--- src/rtl/ofs_plat_axi_mem_lite_csr_responder.sv ---
`timescale 1ns/1ps
// ofs_plat_axi_mem_lite_csr_responder: AXI-Lite MMIO sink servicing a local 64-bit CSR file.
// CSR 0 is a constant ID; out-of-range accesses return SLVERR with no side effects.
module ofs_plat_axi_mem_lite_csr_responder #(
  parameter int          ADDR_WIDTH = 16,
  parameter int          DATA_WIDTH = 64,
  parameter int          NUM_CSRS   = 16,
  parameter logic [63:0] CSR_ID     = 64'h0
) (
  input  logic                           clk,
  input  logic                           reset_n,
  input  logic                           awvalid,
  output logic                           awready,
  input  logic [ADDR_WIDTH-1:0]          awaddr,
  input  logic                           wvalid,
  output logic                           wready,
  input  logic [DATA_WIDTH-1:0]          wdata,
  input  logic [DATA_WIDTH/8-1:0]        wstrb,
  output logic                           bvalid,
  input  logic                           bready,
  output logic [1:0]                     bresp,
  input  logic                           arvalid,
  output logic                           arready,
  input  logic [ADDR_WIDTH-1:0]          araddr,
  output logic                           rvalid,
  input  logic                           rready,
  output logic [DATA_WIDTH-1:0]          rdata,
  output logic [1:0]                     rresp,
  output logic [NUM_CSRS*DATA_WIDTH-1:0] csr_q,
  output logic                           csr_wr_valid,
  output logic [$clog2(NUM_CSRS)-1:0]    csr_wr_idx
);
  localparam int IW = ADDR_WIDTH - 3;
  localparam int XW = $clog2(NUM_CSRS);
  localparam int SW = DATA_WIDTH / 8;
  if (DATA_WIDTH != 64) begin : g_bad_width
    $error("DATA_WIDTH must be 64");
  end
  if (NUM_CSRS < 2) begin : g_bad_count
    $error("NUM_CSRS must be at least 2");
  end
  typedef enum logic [1:0] {W_IDLE, W_HAVE_AW, W_HAVE_W, W_RESP} w_state_t;
  typedef enum logic {R_IDLE, R_RESP} r_state_t;
  w_state_t w_state, w_next;
  r_state_t r_state, r_next;
  logic [DATA_WIDTH-1:0] csr [NUM_CSRS];
  logic [IW-1:0] aw_idx_q, c_idx, ar_idx;
  logic [DATA_WIDTH-1:0] w_data_q, c_data;
  logic [SW-1:0] w_strb_q, c_strb;
  logic aw_fire, w_fire, ar_fire, commit, c_in_range, c_writable, ar_in_range;
  logic unused_ok;
  assign unused_ok = ^{awaddr[2:0], araddr[2:0]};
  assign aw_fire = awvalid && awready;
  assign w_fire = wvalid && wready;
  assign ar_fire = arvalid && arready;
  assign ar_idx = araddr[ADDR_WIDTH-1:3];
  assign ar_in_range = int'(ar_idx) < NUM_CSRS;
  assign c_in_range = int'(c_idx) < NUM_CSRS;
  assign c_writable = c_in_range && c_idx != '0;
  for (genvar g = 0; g < NUM_CSRS; g++) begin : g_csr_q
    assign csr_q[g*DATA_WIDTH +: DATA_WIDTH] = csr[g];
  end
  // Commit source mixes live bus fields with whichever half was latched earlier
  always_comb begin
    w_next = w_state;
    commit = 1'b0;
    c_idx = awaddr[ADDR_WIDTH-1:3];
    c_data = wdata;
    c_strb = wstrb;
    case (w_state)
      W_IDLE: begin
        commit = aw_fire && w_fire;
        w_next = commit ? W_RESP : aw_fire ? W_HAVE_AW : w_fire ? W_HAVE_W : W_IDLE;
      end
      W_HAVE_AW: begin
        c_idx = aw_idx_q;
        commit = w_fire;
        w_next = w_fire ? W_RESP : W_HAVE_AW;
      end
      W_HAVE_W: begin
        c_data = w_data_q;
        c_strb = w_strb_q;
        commit = aw_fire;
        w_next = aw_fire ? W_RESP : W_HAVE_W;
      end
      default: w_next = bready ? W_IDLE : W_RESP;
    endcase
  end
  assign r_next = r_state == R_IDLE ? (ar_fire ? R_RESP : R_IDLE) : (rready ? R_IDLE : R_RESP);
  always_ff @(posedge clk or negedge reset_n) begin
    if (!reset_n) begin
      w_state <= W_IDLE;
      awready <= 1'b0;
      wready <= 1'b0;
      bvalid <= 1'b0;
      bresp <= '0;
      aw_idx_q <= '0;
      w_data_q <= '0;
      w_strb_q <= '0;
      csr_wr_valid <= 1'b0;
      csr_wr_idx <= '0;
    end else begin
      w_state <= w_next;
      awready <= w_next == W_IDLE || w_next == W_HAVE_W;
      wready <= w_next == W_IDLE || w_next == W_HAVE_AW;
      bvalid <= w_next == W_RESP;
      csr_wr_valid <= commit && c_writable;
      if (aw_fire) aw_idx_q <= awaddr[ADDR_WIDTH-1:3];
      if (w_fire) begin
        w_data_q <= wdata;
        w_strb_q <= wstrb;
      end
      if (commit) bresp <= c_in_range ? 2'b00 : 2'b10;
      if (commit && c_writable) csr_wr_idx <= c_idx[XW-1:0];
    end
  end
  always_ff @(posedge clk or negedge reset_n) begin
    if (!reset_n) begin
      for (int i = 0; i < NUM_CSRS; i++) csr[i] <= (i == 0) ? CSR_ID : '0;
    end else if (commit && c_writable) begin
      for (int b = 0; b < SW; b++) if (c_strb[b]) csr[c_idx[XW-1:0]][8*b +: 8] <= c_data[8*b +: 8];
    end
  end
  // Nonblocking capture sees the CSR file before any write committing on the same edge
  always_ff @(posedge clk or negedge reset_n) begin
    if (!reset_n) begin
      r_state <= R_IDLE;
      arready <= 1'b0;
      rvalid <= 1'b0;
      rdata <= '0;
      rresp <= '0;
    end else begin
      r_state <= r_next;
      arready <= r_next == R_IDLE;
      rvalid <= r_next == R_RESP;
      if (ar_fire) begin
        rdata <= ar_in_range ? csr[ar_idx[XW-1:0]] : '0;
        rresp <= ar_in_range ? 2'b00 : 2'b10;
      end
    end
  end
endmodule

--- config.mk ---
export PLATFORM = sky130hd
export DESIGN_NAME = ofs_plat_axi_mem_lite_csr_responder
export DESIGN_NICKNAME = d
export VERILOG_FILES = /design/src/rtl/ofs_plat_axi_mem_lite_csr_responder.sv
export SDC_FILE = /design/constraint.sdc
export NUM_CORES = 2
export LEC_CHECK = 0
export ABC_AREA = 1
export CAP_MARGIN = 20
export CORE_AREA = 2 2 466 468
export CTS_CLUSTER_DIAMETER = 200
export DETAILED_ROUTE_END_ITERATION = 10
export DIE_AREA = 0 0 468 470
export PLACE_DENSITY = 0.55
export SLEW_MARGIN = 25
export SYNTH_ARGS = -nofsm -noshare
export SYNTH_HDL_FRONTEND = slang
export SYNTH_SLANG_ARGS = --single-unit
--- constraint.sdc ---
create_clock -name clk -period 1.8 [get_ports clk]
set_input_delay 0.18 -clock clk [delete_from_list [all_inputs] [get_ports clk]]
set_output_delay 0.18 -clock clk [all_outputs]
set_load 0.05 [all_outputs]
# Word-level counts from Yosys, hierarchy flattened
# Index checks and enable logic that the tools add are counted.
# W data, S select, Z words.
[word_totals] ff_bits=1189 latch_bits=0 mem_bits_rw=0 romBits=0 input_bits=111 elab_cells=114 memories=0
[classes] add_sub_neg=0 mul=0 div=0 magnitude_cmp=5 eq_ne=5 shift=0 muxes=59 bitwise=3 n_reduce_logical=12
[ops] cell="$mux W1024" count=15
[ops] cell="$bwmux W1024" count=8
[ops] cell="$demux W64 S4" count=8
[ops] cell="$mux W64" count=5
[ops] cell="$bmux W64 S4" count=1
[ops] cell="$mux W56" count=1
[ops] cell="$mux W48" count=1
[ops] cell="$mux W40" count=1
[ops] cell="$mux W32" count=1
[ops] cell="$lt A13 B5 Y1 const B" count=2
[ops] cell="$mux W24" count=1
[ops] cell="$mux W16" count=1
[ops] cell="$mux W8" count=2
[ops] cell="$mux W2" count=7
[ops] cell="$mux W13" count=1
[ops] cell="$reduce_bool A13 Y1" count=1
[ops] cell="$ge A5 B5 Y1 const B" count=2
[ops] cell="$not A4 Y5" count=2
[ops] cell="$logic_and A1 B1 Y1" count=7
[ops] cell="$eq A2 B2 Y1 const B" count=3
[ops] cell="$pmux W2 S3" count=1
[ops] cell="$lt A5 B1 Y1 const B" count=1
[ops] cell="$eq A2 B1 Y1 const B" count=2
[ops] cell="$logic_not A2 Y1" count=2
[ops] cell="other kinds (4)" count=8

# Longest topological paths before layout
[depth] depth_word=30 ltp_mapped=13

# Least setup slack after synthesis
# Ideal clock, no wire load.
[synth_path] path_type="register -> register" start="register awready" end="register csr, in the netlist csr_q[584]" t_arrival_ns=2.160 required_time_ns=1.681 path_slack_ns=-0.479 stages_incl_launch_ff=12 n_path_buf=2 synth_period_minus_slack_ns=2.279 cell_sequence="dfrtp_1 nand2_1 clkinv_1 nor2_1 nor2_1 nand2_1 nor2_4 buf_2 buf_4 nand3_2 nand2_1 nand2_1"
[synth_between] elab_chain_cells=4
[synth_rtl] item="start: declaration" line_no="13" source="output logic awready,"
[synth_rtl] item="start signal: assignment" line_no="93" source="awready <= 1'b0;"
[synth_rtl] item="start signal: assignment" line_no="104" source="awready <= w_next == W_IDLE || w_next == W_HAVE_W;"
[synth_rtl] item="$logic_and A1 B1 Y1 (*)" line_no="53" source="assign aw_fire = awvalid && awready;"
[synth_rtl] item="$logic_and A1 B1 Y1" line_no="72" source="commit = aw_fire && w_fire;"
[synth_rtl] item="$pmux W1 S3 (*)" line_no="70" source="case (w_state)"
[synth_rtl] item="$logic_and A1 B1 Y1 (*)" line_no="120" source="end else if (commit && c_writable) begin"
[synth_rtl] item="end: declaration" line_no="46" source="logic [DATA_WIDTH-1:0] csr [NUM_CSRS];"
# Every way passes the cells marked *; elsewhere a longest branch is shown, timed or not.
# A chain may end at the register's enable or synchronous reset.

# Final worst setup path
[layout_path] start="register w_state[1]" end="register csr, in the netlist csr_q[377]"
[layout_between] elab_chain_cells=27 word_cells_on_any_way=47 classes_between="order compare: 3; eq/ne: 2; mux: 36; bitwise: 1; reduce/logical: 5"
[layout_rtl] item="start: declaration" line_no="44" source="w_state_t w_state, w_next;"
[layout_rtl] item="start signal: assignment" line_no="103" source="w_state <= w_next;"
[layout_rtl] item="$eq A2 B1 Y1" line_no="70"
[layout_rtl] item="$mux W13" line_no="70"
[layout_rtl] item="$not A4 Y5 (implied by the code)" line_no="121" source="for (int b = 0; b < SW; b++) if (c_strb[b]) csr[c_idx[XW-1:0]][8*b +: 8] <= c_data[8*b +: 8];"
[layout_rtl] item="$demux W64 S4" line_no="121"
[layout_rtl] item="$bwmux W1024" line_no="121"
[layout_rtl] item="$mux W1024" line_no="121"
[layout_rtl] item="$mux W1024" line_no="120"
[layout_rtl] item="$bwmux W1024" line_no="121"
[layout_rtl] item="(+11 left out)"
[layout_rtl] item="$bwmux W1024" line_no="121"
[layout_rtl] item="$mux W1024" line_no="121"
[layout_rtl] item="$mux W1024" line_no="120"
[layout_rtl] item="$bwmux W1024" line_no="121"
[layout_rtl] item="$mux W1024" line_no="121"
[layout_rtl] item="$mux W1024" line_no="120"
[layout_rtl] item="$bwmux W1024" line_no="121"
[layout_rtl] item="$mux W1024" line_no="121"
# Parallel ways exist; a longest one is shown, timed or not. The select of a mux whose other input is x is not followed.

==> qor.yml <==
fin_worst_hold_slack_ns: 0.05948
core-area_um2: 215700
groute.layer.met2.usage: 0.4550
finalWirelength_mm: 342.8
power.combinational.fraction: 0.370
failing_checks: "setup timing"
drt_pass1_iterations: 8
max_slew_violation_count: 0
worst_setup_path_endpoint: "csr_q[377]$_DFFE_PN0P_"
min_period_over_period: 1.291
sw_ratio: 0.3985
fmaxAchievable_mhz: 430.5
iteration_0_drc_count_of_the_detailed_router: 8115
power.internal_w: 0.05726
antenna_found_initial: 16
timing.reg2reg.worst_path_depth: 13
synthesis.area_um2: 58950
cts_buffers: 146
synth-edff-count: 0
postRouteAntennaNets: 0
maxCapViolCount: 0
grt_overflow_total: 0
worstSkewPairLatency_ns: 0.85
chipWidth_um: 468
arrival_time_at_the_worst_endpoint_ns: 3.09
type_of_element_capturing_the_critical_path: "flop"
synth_flop_cell: "sky130_fd_sc_hd__dfrtp_1"
layout_min_cycle_time_ns: 2.323
worst-slew-pin-transition_ns: 0.6809
grt_util_met1: 0.3879
seq_power_share: 0.306
vdd_drop_max_mv: 1.040
cp_data_required_time_ns: 2.57
met3_usage: 0.07457
relSlewSlack: 0.5460
numClockSinks: 1187
routed_via_density: 5.466
launch_point_of_the_critical_path: "w_state[1]$_DFF_PN0_"
yosysWarnings: 0
global_route.usage.total: 0.2999
finalHoldViolCount: 0
p_clk_frac: 0.324
drc: 0
post_drt_wl_per_cell_um: 28.54
holdCritPathClass: "input port to flop"
setup.worst_path.class: "flop to flop"
num_ports: 1213
final.setup.tns_ns: -461.84
dp.final_hpwl_mm: 253.5
areaGrowthSynthToFinish_pct: 43.54
synthArstFlopShare: 1.000
crit-reg2reg-launch: "w_state[1]$_DFF_PN0_"
yosysSeqAreaShare: 0.5039
setup.reg_to_reg.worst_slack_ns: -0.52
setup_viol_count_final: 1274
fillerInstances: 21874
area_of_the_multi_input_gates_um2: 25950
clk_transition_reported_paths_ns: 0.06
grt_pass1_vias: 61935
grt_start_max_net_pins: 106
root_buffer: "sky130_fd_sc_hd__clkbuf_16"
power_density_nw_per_um2: 1125
crit_fanout: 18
number_of_nets_in_the_final_layout: 9144
tritoncts: "built"
cts-htree-levels: 4
dieHeight_um: 470
via_count: 65660
ys_seq_elements: 1187
timing.final.ws_setup_ns: -0.5229
place.gp.congestion: 0.9730
finClkSkew_ns: 0.03920
worstReg2RegEnd: "csr_q[377]$_DFFE_PN0P_"
postSynthAreaPerCell_um2: 7.834
rsz_0062_raised_after_global_routing: "true"
die-area_um2: 220000
seq_area_um2: 29710
postLayoutCoreUtil: 0.3924
outcome: "complete, but fails checks"
critPathLaunchType: "flop"
layout_cell_share_with_drive_strength_beyond_1: 0.2216
initial_core_util: 0.2733
yosys.cell_types.count: 29
clockBufferDepth: 3
portBuffers: 1204
leakage_nw: 43.30
netSwitchingPower_w: 0.03794
grt_pass1_wl_mm: 477.2
pre_cts_slack_ns: -0.7696
grt_most_used_layer: "met2"
postSynthCellCount: 7525
placementRows: 171
[per-layer routing]
layer | wire length [µm] | up-vias | share of wire
met4 | 23130 | 4 | 0.067
met3 | 35580 | 732 | 0.10
met2 | 150300 | 4146 | 0.44
met1 | 133800 | 32348 | 0.39
li1 | - | 28430 | -
met5 | 23 | - | 0.000067
[area by class of cell]
cell class | count | share of cell area
tap | 2854 | 0.04220
multi-input combinational | 5516 | 0.3066
sequential | 1187 | 0.3511
clock inverter | 47 | 0.006935
inverter | 99 | 0.004672
timing repair buffer | 2083 | 0.2367
antenna | 11 | 0.0003253
clock buffer | 215 | 0.05146
[Yosys cell counts, types with 45 or more instances]
library cell / number / area, µm²
sky130_fd_sc_hd__a21oi_1: 73 / 365.4
sky130_fd_sc_hd__buf_2: 329 / 1647
sky130_fd_sc_hd__buf_4: 45 / 337.8
sky130_fd_sc_hd__clkbuf_1: 326 / 1224
sky130_fd_sc_hd__dfrtp_1: 1187 / 29700
sky130_fd_sc_hd__inv_1: 91 / 341.6
sky130_fd_sc_hd__nand2_1: 3187 / 11960
sky130_fd_sc_hd__nand3_1: 993 / 4970
sky130_fd_sc_hd__nand3_2: 90 / 900.9
sky130_fd_sc_hd__nand4_1: 960 / 6006
sky130_fd_sc_hd__nor2_1: 85 / 319.1
sky130_fd_sc_hd__o21ai_0: 72 / 360.4
[metrics by stage]
stage	area (µm²)	power [W]	cells
floorplan	59060	0.04417	7526
global placement	78080	0.06217	11618
detailed placement	78080	0.06243	11618
CTS	83950	0.09462	11987
global route	84610	0.09799	12007
finish	84620	0.09520	12012
[registers in the layout, summed over array words and instances (netlist names), 2 cells and up]
register	cells
w_data_q	64
w_strb_q	8
aw_idx_q	13
csr_q	1024
csr_wr_idx	4
w_state	2
rdata	64
[worst min-delay path by stage]
stage | start | endpoint | slack [ns] | cells after the start
floorplan | reset_n | arready$_DFF_PN0_ | -0.12 | 0
global placement | reset_n | csr_q[19]$_DFFE_PN0P_ | 0.09 | 1
detailed placement | reset_n | csr_q[19]$_DFFE_PN0P_ | 0.09 | 1
CTS | wdata[35] | w_data_q[35]$_DFFE_PN0P_ | 0.001 | 3
global route | wdata[31] | w_data_q[31]$_DFFE_PN0P_ | 0.04 | 3
finish | wdata[31] | w_data_q[31]$_DFFE_PN0P_ | 0.06 | 3
[cell families after synthesis]
group / Yosys count / share of synthesized area
buffers and inverters: 823 / 0.06289
and+or+nand+nor: 5345 / 0.4166
AOI/OAI and AO/OA: 169 / 0.01656
other: 1 / 0.00006361
DFF: 1187 / 0.5039
[power groups by stage]
stage               Sequential (W)  Combinational [W]  Clock (W)
floorplan                   0.0307             0.0135          0
global placement            0.0295             0.0327          0
detailed placement          0.0295             0.0329          0
CTS                         0.0291             0.0343     0.0312
global route                0.0292             0.0364     0.0323
finish                      0.0291             0.0353     0.0308
[placed cells by master (no fill, tap or decap), types with 43 or more instances in the layout]
| cell type | count |
|---|---|
| sky130_fd_sc_hd__nand4_1 | 960 |
| sky130_fd_sc_hd__dfrtp_1 | 1184 |
| sky130_fd_sc_hd__dlygate4sd3_1 | 76 |
| sky130_fd_sc_hd__dlygate4sd2_1 | 112 |
| sky130_fd_sc_hd__buf_12 | 237 |
| sky130_fd_sc_hd__clkbuf_16 | 151 |
| sky130_fd_sc_hd__clkdlybuf4s50_1 | 269 |
| sky130_fd_sc_hd__o21ai_0 | 72 |
| sky130_fd_sc_hd__nand2_1 | 3181 |
| sky130_fd_sc_hd__buf_4 | 1290 |
| sky130_fd_sc_hd__nand3_2 | 62 |
| sky130_fd_sc_hd__nand3_1 | 986 |
| sky130_fd_sc_hd__buf_2 | 43 |
| sky130_fd_sc_hd__inv_1 | 89 |
| sky130_fd_sc_hd__nor2_1 | 82 |
| sky130_fd_sc_hd__a21oi_1 | 66 |
[timing repair]
item	4_1_cts	5_1_grt
setup endpoints to repair	1472	1322
buffers inserted	22	10
endpoints found under the hold margin	1268	0
gates cloned	8	4
pin swaps	4	0
gates resized for setup	772	92
hold buffers	77	0
[worst max-delay path: stages, from the launching register on]
cell and delay (ns):
sky130_fd_sc_hd__dfrtp_1 0.40, sky130_fd_sc_hd__inv_2 0.11, sky130_fd_sc_hd__nand2_8 0.10, sky130_fd_sc_hd__nor2_2 0.11, sky130_fd_sc_hd__nand3_1 0.07, sky130_fd_sc_hd__nand2_1 0.10
sky130_fd_sc_hd__nand2_2 0.10, sky130_fd_sc_hd__nor2_4 0.12, sky130_fd_sc_hd__buf_4 0.13, sky130_fd_sc_hd__buf_12 0.20, sky130_fd_sc_hd__bufbuf_16 0.37, sky130_fd_sc_hd__buf_4 0.20
sky130_fd_sc_hd__nand4_1 0.12, sky130_fd_sc_hd__nand2_1 0.09
(Power assumes the default switching activity.)
